==> src/rtl/dff_share_pkg.sv <==
// Shared types, default sizes and the round-robin pick function for dff_share_arb.
package dff_share_pkg;

  typedef enum logic {ST_IDLE, ST_LOCKED} state_t;

  localparam int DEF_N        = 4;
  localparam int DEF_WIDTH    = 8;
  localparam int DEF_MAX_HOLD = 4;
  localparam int MAX_N        = 16;

  // Rotate req so ptr sits at bit 0, isolate the lowest set bit, rotate back.
  function automatic logic [MAX_N-1:0] rr_pick(input logic [MAX_N-1:0] req,
                                               input logic [3:0]       ptr,
                                               input int               n);
    logic [MAX_N-1:0] rot;
    logic [MAX_N-1:0] first;
    logic [MAX_N-1:0] pick;
    rot  = '0;
    pick = '0;
    for (int k = 0; k < MAX_N; k++) begin
      if (k < n) rot[k] = req[(int'(ptr) + k) % n];
    end
    first = rot & (-rot);
    for (int k = 0; k < MAX_N; k++) begin
      if (k < n) pick[(int'(ptr) + k) % n] = first[k];
    end
    return pick;
  endfunction

endpackage

==> src/rtl/dff_share_arb_rr_picker.sv <==
// Combinational round-robin picker: one-hot grant plus its binary index.
module rr_picker
  import dff_share_pkg::*;
#(
  parameter  int N  = DEF_N,
  localparam int PW = $clog2(N)
) (
  input  logic [N-1:0]  req,
  input  logic [PW-1:0] ptr,
  output logic [N-1:0]  gnt,
  output logic [PW-1:0] idx
);

  logic [MAX_N-1:0] req_ext;

  always_comb begin
    req_ext          = '0;
    req_ext[N-1:0]   = req;
    gnt              = N'(rr_pick(req_ext, 4'(ptr), N));
  end

  always_comb begin
    idx = '0;
    for (int i = 0; i < N; i++) begin
      if (gnt[i]) idx = idx | PW'(i);
    end
  end

endmodule

==> src/rtl/dff_share_arb.sv <==
// Round-robin arbiter sharing one WIDTH-bit register among N writers.
// Define DFF_SHARE_ARB_LOCK_EN to let a writer hold the grant for up to MAX_HOLD transfers.
module dff_share_arb
  import dff_share_pkg::*;
#(
  parameter  int N        = DEF_N,
  parameter  int WIDTH    = DEF_WIDTH,
  parameter  int MAX_HOLD = DEF_MAX_HOLD,
  localparam int PW       = $clog2(N)
) (
  input  logic               clk,
  input  logic               rst,
  input  logic [N-1:0]       req,
  input  logic [N*WIDTH-1:0] wdata,
  input  logic [N-1:0]       lock,
  output logic [N-1:0]       gnt,
  output logic [WIDTH-1:0]   q,
  output logic               q_valid,
  output logic [PW-1:0]      q_src
);

  logic [PW-1:0]    ptr_reg;
  logic [WIDTH-1:0] q_reg;
  logic             q_valid_reg;
  logic [PW-1:0]    q_src_reg;
  logic [N-1:0]     pick_gnt;
  logic [PW-1:0]    pick_idx;
  logic [N-1:0]     gnt_raw;
  logic [PW-1:0]    gnt_idx;
  logic             gnt_any;
  logic [WIDTH-1:0] wd [N];

  function automatic logic [PW-1:0] ptr_inc(input logic [PW-1:0] i);
    return (i == PW'(N - 1)) ? '0 : i + PW'(1);
  endfunction

  generate
    for (genvar gi = 0; gi < N; gi++) begin : g_unpack
      assign wd[gi] = wdata[gi*WIDTH +: WIDTH];
    end
  endgenerate

  rr_picker #(.N(N)) u_picker (
    .req (req),
    .ptr (ptr_reg),
    .gnt (pick_gnt),
    .idx (pick_idx)
  );

`ifdef DFF_SHARE_ARB_LOCK_EN
  localparam int HW = $clog2(MAX_HOLD + 1);
  state_t        state_reg;
  logic [PW-1:0] owner_reg;
  logic [HW-1:0] hold_reg;

  always_comb begin
    gnt_raw = pick_gnt;
    gnt_idx = pick_idx;
    if (state_reg == ST_LOCKED) begin
      gnt_raw            = '0;
      gnt_raw[owner_reg] = req[owner_reg];
      gnt_idx            = owner_reg;
    end
  end
`else
  localparam int HOLD_UNUSED = MAX_HOLD;
  logic lock_unused;
  assign lock_unused = ^lock;
  assign gnt_raw     = pick_gnt;
  assign gnt_idx     = pick_idx;
`endif

  assign gnt_any = |gnt_raw;
  assign gnt     = rst ? '0 : gnt_raw;
  assign q       = q_reg;
  assign q_valid = q_valid_reg;
  assign q_src   = q_src_reg;

  always_ff @(posedge clk or posedge rst) begin
    if (rst) begin
      q_reg       <= '0;
      q_valid_reg <= 1'b0;
      q_src_reg   <= '0;
      ptr_reg     <= '0;
`ifdef DFF_SHARE_ARB_LOCK_EN
      state_reg   <= ST_IDLE;
      owner_reg   <= '0;
      hold_reg    <= '0;
`endif
    end else begin
      q_valid_reg <= gnt_any;
      if (gnt_any) begin
        q_reg     <= wd[gnt_idx];
        q_src_reg <= gnt_idx;
      end
`ifdef DFF_SHARE_ARB_LOCK_EN
      case (state_reg)
        ST_IDLE: begin
          if (gnt_any) begin
            // A hold limit of one means the lock can never extend past this transfer.
            if (lock[pick_idx] && MAX_HOLD > 1) begin
              state_reg <= ST_LOCKED;
              owner_reg <= pick_idx;
              hold_reg  <= HW'(1);
            end else begin
              ptr_reg <= ptr_inc(pick_idx);
            end
          end
        end
        ST_LOCKED: begin
          if (!gnt_any || !lock[owner_reg] || (int'(hold_reg) + 1 >= MAX_HOLD)) begin
            state_reg <= ST_IDLE;
            ptr_reg   <= ptr_inc(owner_reg);
            hold_reg  <= '0;
          end else begin
            hold_reg  <= hold_reg + HW'(1);
          end
        end
        default: state_reg <= ST_IDLE;
      endcase
`else
      if (gnt_any) ptr_reg <= ptr_inc(gnt_idx);
`endif
    end
  end

endmodule

==> config.mk <==
export PLATFORM = sky130hd
export DESIGN_NAME = dff_share_arb
export DESIGN_NICKNAME = d
export VERILOG_FILES = /design/src/rtl/dff_share_pkg.sv /design/src/rtl/dff_share_arb_rr_picker.sv /design/src/rtl/dff_share_arb.sv
export SDC_FILE = /design/constraint.sdc
export NUM_CORES = 1
export LEC_CHECK = 0
export BUFFER_PORTS_ARGS = -buffer_cell sky130_fd_sc_hd__buf_2
export CORE_UTILIZATION = 35
export DETAILED_ROUTE_END_ITERATION = 10
export HOLD_SLACK_MARGIN = 0.02
export PLACE_DENSITY = 0.72
export RECOVER_POWER = 50
export SETUP_SLACK_MARGIN = 0.4
export SYNTH_ARGS = -nofsm -noshare
export SYNTH_HDL_FRONTEND = slang
export SYNTH_SLANG_ARGS = --single-unit
==> constraint.sdc <==
create_clock -name clk -period 3.27 [get_ports clk]
set_input_delay 0.4905 -clock clk [delete_from_list [all_inputs] [get_ports clk]]
set_output_delay 0.4905 -clock clk [all_outputs]
set_load 0.03 [all_outputs]
==> impl_metrics.tcl <==
set metrics [dict create \
    worst_path_max_delay_cell "sky130_fd_sc_hd__or4b_4" \
    final_nets 270 \
    worst_setup_hold_path_clk_slew_ns 0.09 \
    drt_first_pass_iters 4 \
    timing.clock.skew_ns 0.006576 \
    final-instance-count-excl-fill 266 \
    critical_path.max_stage_delay_ns 0.54 \
    post-synth-top-area-fraction_pct 26.42 \
    clock_tree_from_tritoncts "yes" \
    antennaDiodeCount 0 \
    detailedPlace.worstSlack_ns 0.1321 \
    number_of_sinks_driven_by_the_clock_tree 13 \
    cp.arrival_ns 2.68 \
    dieArea_um2 3759 \
    synth_cell_type_count 44 \
    gpl.final_weighted_congestion 0.7952 \
    number_of_flip_flops_in_the_largest_register 8 \
    uppermost_routed_layer "met4" \
    die_height_um 61.31 \
    die_x_um 61.31 \
    detailroute.wirelength.met2_um 2063 \
    synth.net_count 186 \
    globalRoute.totalOverflow 0 \
    half_perimeter_wire_length_after_detailed_placement_um 2574 \
    grt_pass1_vias 1247 \
    cell_area_after_technology_mapping_um2 1231 \
    gr-usage-all-layers_pct 20.01 \
    setup_viol 0 \
    run_status "finished, final reports clean" \
    via_per_inst 5.617 \
    synth-async-reset-ratio_pct 100.0 \
    post-synth-top-area-cell "sky130_fd_sc_hd__dfrtp_1" \
    fp.coreArea_um2 3363 \
    grt_start_max_net_pins 19 \
    routed_wl_um 4197 \
    post_synth_inst_count 137 \
    floorplan.rows 21 \
    met3_wirelength_um 262 \
    dpl.cell_count 232 \
    report.final.slew_viol_count 0 \
    least_setup_slack_across_all_paths_after_layout_ns 0.09854 \
    first_pass_grt_wire_length_um 5609 \
    fmax_mhz 315.3 \
    crit_path_max_fanout 5 \
    clockBufferDepth 2 \
    finalCritPeriodShare_pct 96.99 \
    endpoint_kind "output pin" \
    grt_antenna_before_repair 0 \
    synth-edff-count 0 \
    required_ns 2.78 \
    drive_gt1_share_pct 56.36 \
    areaGrowthSynthToFinish_pct 66.26 \
    finalWorstPathRequiredPeriod_ns 3.171 \
    avgRoutedWirePerCell_um 15.78 \
    cts.hold.buffers_added 0 \
    rsz0062_at_grt "true" \
    rrSetupSlack_ns 0.31 \
    timing.critical_path.cells "inv_4 -> ha_4 -> mux4_2 -> or4b_4 -> a22o_4 -> or2_4 -> nor2_4 -> buf_6" \
    synthesis.area_per_instance_um2 8.987 \
    vias 1494 \
    top_level_ports 57 \
    cts_root_buf "sky130_fd_sc_hd__clkbuf_4" \
    worst-slew-pin-transition_ns 0.5534 \
    yosys-top-cells-area "sky130_fd_sc_hd__dfrtp_1, sky130_fd_sc_hd__mux4_2, sky130_fd_sc_hd__ha_1" \
    critPathKind "register to output pin" \
    timing.slew.headroom_pct 62.80 \
    place.port_buffers 52 \
    fill_cells 323 \
    insertion_delay_ns 0.28 \
    ys.flop_type "sky130_fd_sc_hd__dfrtp_1" \
    initial_core_util_pct 36.61 \
    cts-buffers-inserted 3 \
    yosysSeqAreaShare_pct 26.42 \
    drtAntennaViolNets 0 \
    ys_ff_latch 13 \
    yosys_warnings 0 \
    m1WireLength_um 1834 \
    detailedRoute.firstIterationViolations 73 \
    startpoint_type "register" \
    finalHoldViolations 0 \
    remaining_drc_errors 0 \
    setup-tns-final_ns 0 \
    htreeDepth 1 \
    max-cap-violations 0 \
    hold_class "input port to asynchronous set/reset pin" \
]
==> logic make-up (layout without fill, tap and decap cells) <==
family                     count (synthesis)  in the layout  synth area share, %
adders and majority gates                  7              7                7.113
AOI/OAI and AO/OA                         45             45                26.93
and+or+nand+nor                           52             52                26.32
buffers and inverters                     16             98                5.894
DFF                                       13             13                26.42
muxes                                      4              5                7.317
==> metal layers <==
metal,vias to the layer above,global-route usage [%]
met5,-,0
met4,0,5.519
met3,5,1.261
met2,66,31.21
met1,714,29.83
li1,709,-
==> layout make-up <==
class	instances	area, um^2	area share, %
timing repair buffer	88	590.6	28.85
sequential	13	327.8	16.01
tap	46	57.56	2.812
clock buffer	4	26.28	1.284
multi-input combinational	109	1017	49.69
inverter	6	27.53	1.345
==> metrics by stage <==
stage	hold slack (ns)	area, um^2	util [%]
final	0.4488	2047	60.86
after global routing	0.5136	2047	60.86
after CTS	0.3650	1795	53.39
after detailed placement	0.4922	1612	47.92
after global placement	0.5005	1612	47.92
after floorplan	0.3674	1314	-
==> cell usage after synthesis, types with 3 or more instances <==
master / n
sky130_fd_sc_hd__o21ai_0: 14
sky130_fd_sc_hd__dfrtp_1: 13
sky130_fd_sc_hd__nor3_1: 10
sky130_fd_sc_hd__and3_1: 9
sky130_fd_sc_hd__a21boi_0: 8
sky130_fd_sc_hd__a41oi_1: 8
sky130_fd_sc_hd__nand4_1: 8
sky130_fd_sc_hd__ha_1: 7
sky130_fd_sc_hd__inv_1: 6
sky130_fd_sc_hd__clkbuf_1: 5
sky130_fd_sc_hd__nor2_1: 5
sky130_fd_sc_hd__buf_2: 4
sky130_fd_sc_hd__mux4_2: 4
sky130_fd_sc_hd__nor2b_1: 3
==> critical path: cells and delay by family (launching register included) <==
| family | cells | cell delay, ns |
|---|---|---|
| simple gates | 3 | 0.87 |
| flops | 1 | 0.47 |
| mux | 1 | 0.35 |
| fa+ha+maj | 1 | 0.27 |
| compound gates | 1 | 0.27 |
| buf+inv | 2 | 0.19 |
==> worst paths after layout <==
kind                            start          to  depth (start not counted)
setup / recovery           ptr_reg[1]      gnt[3]                          8
hold / removal                    rst        q[2]                          2
setup reg to reg           ptr_reg[1]        q[5]                         11
hold reg to reg              q_src[1]    q_src[1]                          2
max in group asynchronous         rst  ptr_reg[0]                          2
min in group clk            wdata[25]        q[1]                          3
==> repair_timing <==
action                     in CTS  in global routing
gates cloned                    0                  3
resized for setup              29                 27
buffers inserted               13                 14
pin swaps                      16                 18
setup endpoints to repair      14                 12
==> layout by cell type, fill, tap and decap left out, types with 5 or more instances in the layout <==
cell	n
sky130_fd_sc_hd__o21ai_2	5
sky130_fd_sc_hd__clkbuf_1	9
sky130_fd_sc_hd__dfrtp_1	11
sky130_fd_sc_hd__buf_2	40
sky130_fd_sc_hd__nor3_1	9
sky130_fd_sc_hd__nand4_1	8
sky130_fd_sc_hd__a21boi_0	5
sky130_fd_sc_hd__o21ai_1	5
sky130_fd_sc_hd__ha_1	6
sky130_fd_sc_hd__and3_1	7
sky130_fd_sc_hd__buf_6	8
sky130_fd_sc_hd__buf_4	30
Power is left out: the tool's default activity adds up to more than one toggle a clock period on the data nets, which glitch-free logic cannot reach.
